`src/rtl/multi_timer_core.sv`:
```
// multi_timer_core
//   NUM_CH independent CNT_W-bit timers that share one programmable prescaler.
//   Each channel can count up or down, run one-shot or periodic, and raises a
//   sticky terminal-count flag. The flag is combined through a mask into irq_any.
//
// Ports
//   clk, rstn   : system clock; asynchronous active-low reset
//   prescale    : a tick is produced every prescale+1 clk cycles
//   start       : per-channel pulse that loads load_val and sets the channel running
//   stop        : per-channel pulse that halts the channel and holds its count
//   irq_clear   : per-channel pulse that clears the sticky irq
//   oneshot     : per channel, 1 = one-shot, 0 = periodic
//   count_down  : per channel, 1 = count down, 0 = count up
//   irq_en      : per-channel mask applied when forming irq_any
//   load_val    : reload values; channel i is at [i*CNT_W +: CNT_W]
//   cur_count   : current counts, packed the same way as load_val
//   running     : per-channel run status
//   irq         : per-channel sticky terminal-count flags (unmasked)
//   irq_any     : registered OR of (irq & irq_en)
module multi_timer_core #(
  parameter int unsigned NUM_CH  = 4,
  parameter int unsigned CNT_W   = 32,
  parameter int unsigned PRESC_W = 8
) (
  input  logic                      clk,
  input  logic                      rstn,
  input  logic [PRESC_W-1:0]        prescale,
  input  logic [NUM_CH-1:0]         start,
  input  logic [NUM_CH-1:0]         stop,
  input  logic [NUM_CH-1:0]         irq_clear,
  input  logic [NUM_CH-1:0]         oneshot,
  input  logic [NUM_CH-1:0]         count_down,
  input  logic [NUM_CH-1:0]         irq_en,
  input  logic [NUM_CH*CNT_W-1:0]   load_val,
  output logic [NUM_CH*CNT_W-1:0]   cur_count,
  output logic [NUM_CH-1:0]         running,
  output logic [NUM_CH-1:0]         irq,
  output logic                      irq_any
);

  logic [PRESC_W-1:0] presc_cnt;
  logic               tick;
  logic [CNT_W-1:0]   cnt_q [NUM_CH];
  logic [NUM_CH-1:0]  at_term;
  logic [NUM_CH-1:0]  fire;

  // Shared prescaler: free-running from reset. Lowering prescale below the
  // current count makes it wrap through all-ones before the next tick.
  assign tick = (presc_cnt == prescale);

  always_ff @(posedge clk or negedge rstn) begin
    if (!rstn) begin
      presc_cnt <= '0;
    end else if (tick) begin
      presc_cnt <= '0;
    end else begin
      presc_cnt <= presc_cnt + 1'b1;
    end
  end

  // A terminal event is a counting tick taken while the count sits at its
  // terminal value. A start or stop pulse in the same cycle suppresses counting.
  always_comb begin
    at_term = '0;
    fire    = '0;
    for (int unsigned i = 0; i < NUM_CH; i++) begin
      at_term[i] = count_down[i] ? (cnt_q[i] == '0) : (cnt_q[i] == '1);
      fire[i]    = tick & running[i] & ~start[i] & ~stop[i] & at_term[i];
    end
  end

  always_ff @(posedge clk or negedge rstn) begin
    if (!rstn) begin
      for (int unsigned i = 0; i < NUM_CH; i++) begin
        cnt_q[i] <= '0;
      end
      running <= '0;
      irq     <= '0;
      irq_any <= 1'b0;
    end else begin
      irq_any <= |(irq & irq_en);
      for (int unsigned i = 0; i < NUM_CH; i++) begin
        if (start[i]) begin
          // start always loads; a simultaneous stop leaves the channel halted
          cnt_q[i]   <= load_val[i*CNT_W +: CNT_W];
          running[i] <= ~stop[i];
        end else if (stop[i]) begin
          running[i] <= 1'b0;
        end else if (tick && running[i]) begin
          if (at_term[i]) begin
            if (oneshot[i]) begin
              running[i] <= 1'b0;
            end else begin
              cnt_q[i] <= load_val[i*CNT_W +: CNT_W];
            end
          end else if (count_down[i]) begin
            cnt_q[i] <= cnt_q[i] - 1'b1;
          end else begin
            cnt_q[i] <= cnt_q[i] + 1'b1;
          end
        end

        // setting the flag takes priority over a coincident clear
        if (fire[i]) begin
          irq[i] <= 1'b1;
        end else if (irq_clear[i]) begin
          irq[i] <= 1'b0;
        end
      end
    end
  end

  always_comb begin
    cur_count = '0;
    for (int unsigned i = 0; i < NUM_CH; i++) begin
      cur_count[i*CNT_W +: CNT_W] = cnt_q[i];
    end
  end

endmodule

```
`config.mk`:
```
export PLATFORM = sky130hd
export DESIGN_NAME = multi_timer_core
export DESIGN_NICKNAME = d
export VERILOG_FILES = /design/src/rtl/multi_timer_core.sv
export SDC_FILE = /design/constraint.sdc
export NUM_CORES = 1
export LEC_CHECK = 0
export ABC_AREA = 0
export CORE_MARGIN = 5
export CORE_UTILIZATION = 30
export DETAILED_ROUTE_END_ITERATION = 10
export GPL_ROUTABILITY_DRIVEN = 0
export PLACE_DENSITY = 0.55
export SETUP_SLACK_MARGIN = 0.4
export SYNTH_ARGS = -nofsm -noshare
export SYNTH_HDL_FRONTEND = slang
export SYNTH_SLANG_ARGS = --single-unit
```
`constraint.sdc`:
```
create_clock -name clk -period 8 [get_ports clk]
set_input_delay 0.8 -clock clk [delete_from_list [all_inputs] [get_ports clk]]
set_output_delay 0.8 -clock clk [all_outputs]
set_load 0.02 [all_outputs]
```
# Word level (Yosys, flattened, before mapping)
# Index checks and enable logic that the tools add are counted.
[op_classes]
n_addsub = 9
mul = 0
n_eq_ne = 13
n_reduce_logical = 37
magnitude_cmp = 0
bitwise = 25
mux = 57
n_div = 0
shift = 0
[op_table]
columns = ["operator", "count"]
rows = [
  ["32-bit two-way mux", 24],
  ["32-bit by 1-bit adder with 32-bit output, second input constant", 4],
  ["32-bit == test, second input constant", 4],
  ["32-bit zero test", 4],
  ["32-bit by 1-bit subtractor with 32-bit output, second input constant", 4],
  ["3-bit nonzero test", 12],
  ["1-bit two-way mux", 32],
  ["3-bit AND reduction", 8],
  ["1-bit AND", 16],
  ["2-bit nonzero test", 8],
  ["3-bit != test, second input constant", 4],
  ["8-bit by 1-bit adder with 8-bit output, second input constant", 1],
  ["8-bit == test", 1],
  ["8-bit two-way mux", 1],
  ["2-bit != test, second input constant", 4],
  ["1-bit inverter", 8],
  ["4-bit AND", 1],
  ["1-bit logical AND", 4],
  ["4-bit OR reduction", 1],
]
[totals]
elab_cells = 155
mem_count = 0
latchBits = 0
output_inout_bits = 137
mem_bits_ro = 0
input_bits = 162
mem_bits_rw = 0
ff_bits = 145

# Logic depth before layout (Yosys ltp)
# Gate-level depths: netlist of run 1.
[depth]
word_depth = 6
mapped_depth = 12

# Worst setup path before layout of run 1
# No wires, ideal clock.
[synth_timing]
path_kind = "input to register"
from = "in count_down[2]"
to = "reg cnt_q, in the netlist cur_count[92]"
setup_slack_ns = 4.711
cell_stages = 11
required_ns = 7.872
t_arrival_ns = 3.161
path_buffers = 0
path_cell_list = "fa_1 -> a21oi_1 -> nor2b_1 -> a311oi_2 -> o21ai_2 -> a2bb2oi_2 -> a22o_4 -> a41o_1 -> a31oi_1 -> mux2i_1 -> nand3_1"
[synth_via]
elab_chain_cells = 5
[synth_lines]
columns = ["element", "line", "text"]
rows = [
  ["start, declared", "32", "input logic [NUM_CH-1:0] count_down,"],
  ["32-bit two-way mux / 1-bit two-way mux (equally long branches)", "96, 67", ""],
  ["32-bit two-way mux", "90", "if (at_term[i]) begin"],
  ["32-bit two-way mux", "89", "end else if (tick && running[i]) begin"],
  ["32-bit two-way mux", "87", "end else if (stop[i]) begin"],
  ["32-bit two-way mux", "83", "if (start[i]) begin"],
  ["end signal, assigned by index", "85", "cnt_q[i] <= load_val[i*CNT_W +: CNT_W];"],
  ["end signal, assigned by index", "94", "cnt_q[i] <= load_val[i*CNT_W +: CNT_W];"],
  ["end signal, assigned by index", "97", "cnt_q[i] <= cnt_q[i] - 1'b1;"],
  ["end, declared", "43", "logic [CNT_W-1:0] cnt_q [NUM_CH];"],
]
# Several ways; a longest one is shown, not always the timed one. The select of a mux whose other input is x is not followed.
# A chain may end at the register's enable or synchronous reset.

# Final worst setup path of run 1
[layout_timing]
from = "in count_down[1]"
to = "reg cnt_q, in the netlist cur_count[61]"
# Same word-level chain as after synthesis.

==> out/metrics.yaml, run 1 <==
setup_path:
  cp_max_fo: 68
  crit_path_end: "cur_count[61]$_DFFE_PN0P_"
  r2r_setup_slack_ns: 4.36
  worst_setup_path_end_kind: "register"
  critPathLaunchType: "input port"
  r2r_start: "presc_cnt[3]$_DFF_PN0_"
  worstPathArrival_ns: 4.37
  critical_path_class: "in2reg"
  cp.required_ns: 8.37
  crit_start: "count_down[1]"
  reg2regPathDepth: 11
  r2r-end: "cur_count[29]$_DFFE_PN0P_"
global_route:
  antenna_found_initial: 0
  grt_max_degree: 69
  grt_pass1_vias: 13400
  grt.overflow.total: 0
  grt_pass1_wl_um: 74000
  grtUsageTotal_pct: 18.4
timing:
  fin_skew_ns: 0.0152
  relSlewSlack_pct: 20.0
  setup_viol: 0
  holdWs_ns: 0.239
  worst_pin_slew_ns: 1.20
  finalHoldViolations: 0
  fmax_ghz: 0.250
  timing.setup.tns_ns: 0
  fin_crit_ns: 4.00
  rsz0062_at_grt: "no"
  maxSlewViolCount: 0
  post-route-period-util_pct: 50.0
synth:
  synth_nets: 1972
  synthAdderAreaFrac_pct: 11.8
  synth_top_family_by_area: "compound AO/OA/AOI/OAI gates"
  seq_area_frac_synth_pct: 26.9
  synth_area_leaders: "dfrtp_1 (27%), ha_1 (11%), a21oi_1 (7.5%)"
  synth_edf_count: 0
  avgSynthCellArea_um2: 7.99
  synth-seq-cells: 145
  syn-cell-area_um2: 13500
  synth_common_cells: "a21oi_1 (202), nand2_1 (195), nor2_1 (158)"
  synth_most_common_cell: "a21oi_1"
  syn_inst: 1685
  ys_warn_count: 0
  ys_async_sr_fraction_pct: 100
  synthXorXnorAreaFrac_pct: 7.81
  synth-compound-area-share_pct: 27.4
  synth_mux_area_share_pct: 1.64
  synth_ff_type: "dfrtp_1"
  synth.distinct_cells: 86
  synth_top_area_cell: "dfrtp_1"
  yosysTopAreaCellShare_pct: 26.9
  synth_simple_gate_area_share_pct: 21.0
place:
  dp_hpwl_um: 35000
  io_buffers: 298
final_layout:
  fin_util_pct: 39.8
  final-seq-area_um2: 3630
  antenna_cells: 0
  drive_gt1_share_pct: 4.58
  nNetsFinal: 2238
  area_growth_syn_to_layout_pct: 30.9
  multi_input_area_um2: 9420
  fillers: 4549
cts:
  cts_tree: "built"
  h-tree-depth: 4
  cts_buffer_depth: 2
  cts_root_buffer: "clkbuf_16"
  cts_resized: 0
  clk_latency_ns: 0.49
  cts_buffers: 17
  clk_pin_slew_ns: 0.07
  cts_setup_buffers: 0
  clock-sinks: 145
  postCtsHoldBufs: 0
run_status:
  outcome: "finished, final reports clean"
flow_run:
  drv_cap: 0
floorplan:
  chipWidth_um: 222
  die-area_um2: 49200
  core_area_um2: 44300
  pin_count: 299
  die_h_um: 222
  initial_core_util_pct: 30.4
  row_count: 77
pwr:
  power_density_nw_per_um2: 264
  power_leakage_nw: 7.42
  peakVddDrop_mv: 0.132
route:
  drc: 0
  finalWirelength_um: 46200
  wl_per_cell_um: 18.1
  first_iter_violations: 836
  vias_per_cell: 5.29
  ant_nets: 0
  via_count: 13500
  drt-pass1-iter-count: 5
min_path:
  hold_path.class: "in2async"
## logic make-up after synthesis
family          count (synthesis)
simple gates                  591
buf+inv                       102
compound gates                580
flops                         145
xor+xnor                      120
mux                            22
fa+ha+maj                     125
## routing by layer
metal / track usage (%) / vias up / routed length (um)
li1: - / 6774 / -
met1: 24.9 / 6431 / 22300
met2: 29.4 / 285 / 21000
met3: 4.14 / 44 / 2100
met4: 5.53 / 0 / 848
met5: 0 / - / 0
## power breakdown
group	internal (mW)	total, mW	switching, mW
logic	1.18	2.56	1.38
registers	0.912	1.23	0.315
clock network	0.497	0.875	0.377
## registers in the layout, indices dropped and copies added (netlist names)
| register | flops |
|---|---|
| irq_any | 1 |
| running | 4 |
| presc_cnt | 8 |
| irq | 4 |
| cur_count | 128 |
## cell usage in the layout, fill, tap and decap left out, drive strengths merged, types with 8 or more instances in the layout
| master | Yosys | layout |
|---|---|---|
| clkdlybuf4s50 | 0 | 297 |
| a21oi | 209 | 209 |
| nand2 | 195 | 195 |
| nor2 | 158 | 158 |
| o21ai | 148 | 148 |
| dfrtp | 145 | 145 |
| ha | 121 | 121 |
| a21o | 76 | 76 |
| xnor2 | 68 | 68 |
| xor2 | 52 | 52 |
| nand4 | 48 | 48 |
| nand3 | 41 | 41 |
| inv | 37 | 38 |
| nor4 | 31 | 31 |
| nor3 | 27 | 27 |
| mux2i | 21 | 21 |
| o21a | 20 | 20 |
| clkbuf | 29 | 19 |
| o211ai | 16 | 16 |
| a211oi | 16 | 16 |
| buf | 36 | 15 |
| o21bai | 14 | 14 |
| and3 | 13 | 13 |
| nand2b | 13 | 13 |
| nor2b | 12 | 12 |
| nor3b | 11 | 11 |
| and4 | 10 | 10 |
| a31oi | 9 | 9 |
| o31ai | 8 | 8 |
## worst min path at each step
| stage | startpoint | endpoint | slack [ns] | cells past startpoint |
|---|---|---|---|---|
| 2_1_floorplan | rstn | cur_count[0]$_DFFE_PN0P_ | 0.50 | 0 |
| 3_3_place_gp | irq[2]$_DFFE_PN0P_ | irq[2]$_DFFE_PN0P_ | 0.52 | 1 |
| 3_5_place_dp | irq[2]$_DFFE_PN0P_ | irq[2]$_DFFE_PN0P_ | 0.54 | 1 |
| 4_1_cts | rstn | cur_count[23]$_DFFE_PN0P_ | 0.22 | 1 |
| 5_1_grt | rstn | cur_count[22]$_DFFE_PN0P_ | 0.25 | 1 |
| 6_report | rstn | cur_count[23]$_DFFE_PN0P_ | 0.24 | 1 |
## worst max-delay path, cell delays in order
cell and delay [ns]:
clkdlybuf4s50_1 0.46, buf_4 0.41, nor4b_1 0.29, nand4_1 0.16, nor4_1 0.43, nand4_1 0.14
o21ai_1 0.21, nand2_1 0.17, a21oi_4 0.16, buf_4 0.50, or3b_2 0.23, nor3_1 0.04
or3b_1 0.34
## final cells by class
class / instances / area share [%]
multi-input combinational: 1438 / 53.5
sequential: 145 / 20.6
timing repair buffer: 312 / 17.5
clock buffer: 19 / 2.51
tap: 592 / 4.20
clock inverter: 13 / 0.916
inverter: 37 / 0.788
## through the flow
stage | cells | worst slack, ns | total power, mW | area, um2
2_1_floorplan | 1685 | 4.71 | 2.89 | 13500
3_3_place_gp | 2524 | 3.43 | 3.76 | 17000
3_5_place_dp | 2524 | 3.37 | 3.78 | 17000
4_1_cts | 2556 | 3.92 | 4.70 | 17600
5_1_grt | 2556 | 3.60 | 5.02 | 17600
6_report | 2556 | 4.00 | 4.66 | 17600
Power figures use the tool's default switching activity.
==> run 2, diff against run 1 <==
Clock period 8 ns to 4.1 ns, I/O delays scaled along.
==> run 2 against run 1 <==
Net effect:
- worst setup slack got worse by 3.3 ns
- sequential share of layout area is 0.27 points lower
- utilization rose by 0.53 points
- clock-buffer cell count shrank 1
- critical endpoint is now cur_count[124]$_DFFE_PN0P_
- largest cell class unchanged
- highest routed layer is now met5
==> out/metrics.yaml, run 2 (synthesis results as in run 1) <==
cts:
  cts_resized: 0
  cts_setup_buffers: 0
  cts_buffer_depth: 2
  postCtsHoldBufs: 0
  cts_buffers: 17
  clock-sinks: 145
  h-tree-depth: 4
  clk_pin_slew_ns: 0.07
  cts_tree: "built"
  cts_root_buffer: "clkbuf_16"
  clk_latency_ns: 0.49
setup_path:
  crit_chain: "fa_1 -> a211oi_1 -> o21ai_0 -> a22oi_1 -> o21ai_1 -> a21oi_1 -> o21ai_1 -> o31ai_1 -> xor2_1 -> o21a_1 -> a211oi_1"
  reg2regPathDepth: 11
  worstPathArrival_ns: 3.78
  cp_slowest_cell: "dfrtp_1"
  slowest_delay_ns: 0.51
  critical_path_class: "reg2reg"
  worst_setup_path_end_kind: "register"
  cp_num_buf_inv: 0
  critical_path_cell_count: 11
  cp_max_fo: 8
  crit_family: "compound AO/OA/AOI/OAI gates"
  critPathLaunchType: "register"
  cp.required_ns: 4.49
floorplan:
  core_area_um2: 44300
  chipWidth_um: 222
  row_count: 77
  die_h_um: 222
  pin_count: 299
  die-area_um2: 49200
  initial_core_util_pct: 30.4
route:
  first_iter_violations: 772
  via_count: 13700
  wl_per_cell_um: 17.9
  drt-pass1-iter-count: 5
  ant_nets: 0
  drc: 0
  finalWirelength_um: 46200
  vias_per_cell: 5.33
timing:
  relSlewSlack_pct: 33.0
  fin_skew_ns: 0.0136
  fin_crit_ns: 3.38
  rsz0062_at_grt: "no"
  setup_viol: 0
  maxSlewViolCount: 0
  worst_pin_slew_ns: 1.01
  post-route-period-util_pct: 82.5
  finalHoldViolations: 0
  timing.setup.tns_ns: 0
  fmax_ghz: 0.296
  fin_ws_ns: 0.717
global_route:
  grt_pass1_wl_um: 74200
  grtUsageTotal_pct: 18.4
  grt_max_degree: 96
  grt_pass1_vias: 13600
  antenna_found_initial: 1
  grt.overflow.total: 0
pwr:
  p_comb_share_pct: 55.2
  p_int_mw: 5.08
  power.switching_mw: 4.04
  seqPwrFrac_pct: 26.3
  power_density_nw_per_um2: 511
  clkPwrFrac_pct: 18.5
  peakVddDrop_mv: 0.346
  p_sw_share_pct: 44.3
  power_leakage_nw: 7.55
  power.total_mw: 9.12
final_layout:
  layout_commonest_cell: "clkdlybuf4s50_1"
  nNetsFinal: 2255
  final_cell_mix: "clkdlybuf4s50_1 (297), a21oi_1 (201), nand2_1 (195)"
  antenna_cells: 0
  largest_reg_flops: 128
  area_growth_syn_to_layout_pct: 32.6
  fin_util_pct: 40.3
  drive_gt1_share_pct: 5.45
flow_run:
  drv_cap: 0
place:
  io_buffers: 298
  dp_hpwl_um: 35600
  pre_cts_slack_ns: 0.217
min_path:
  hold_path.class: "in2async"
run_status:
  outcome: "finished, final reports clean"
-- run 2: path summary, 6_finish.rpt --
kind	startpoint	to	slack (ns)
worst max register to register	cur_count[96]$_DFFE_PN0P_	cur_count[124]$_DFFE_PN0P_	0.72
worst min-delay path	rstn	cur_count[13]$_DFFE_PN0P_	0.03
worst min register to register	irq[2]$_DFFE_PN0P_	irq[2]$_DFFE_PN0P_	0.56
max in group asynchronous	rstn	cur_count[37]$_DFFE_PN0P_	3.23
min in group clk	load_val[32]	cur_count[32]$_DFFE_PN0P_	0.48
worst max-delay path	cur_count[96]$_DFFE_PN0P_	cur_count[124]$_DFFE_PN0P_	0.72
-- run 2: per-layer routing --
metal | wire length [um] | global-route usage (%) | share of wire (%) | vias up
met2 | 21000 | 29.3 | 46 | 353
met1 | 21800 | 24.8 | 47 | 6530
met5 | 11 | 0 | 0.024 | -
li1 | - | - | - | 6786
met3 | 2650 | 5.27 | 5.7 | 45
met4 | 646 | 4.24 | 1.4 | 2
-- run 2: power by group through the flow --
stage	logic [mW]	clock network, mW	registers (mW)
global placement	4.97	0	2.42
global route	5.57	1.80	2.47
finish	5.03	1.69	2.40
CTS	5.05	1.75	2.40
detailed placement	5.01	0	2.42
floorplan	3.06	0	2.59
-- run 2: per-stage QoR --
stage	area [um2]	cells	hold slack, ns
3_5_place_dp	17200	2541	0.544
4_1_cts	17900	2573	0.0490
3_3_place_gp	17200	2541	0.530
5_1_grt	17900	2573	0.101
2_1_floorplan	13500	1685	0.114
6_report	17900	2573	0.0320
-- run 2: layout make-up --
class | count | area (um2)
inverters | 37 | 139
multi-input cells | 1438 | 9410
flip-flops and latches | 145 | 3630
clock inverters | 14 | 164
fillers | 4479 | 26500
repair buffers | 329 | 3330
well taps | 592 | 741
clock buffers | 18 | 439
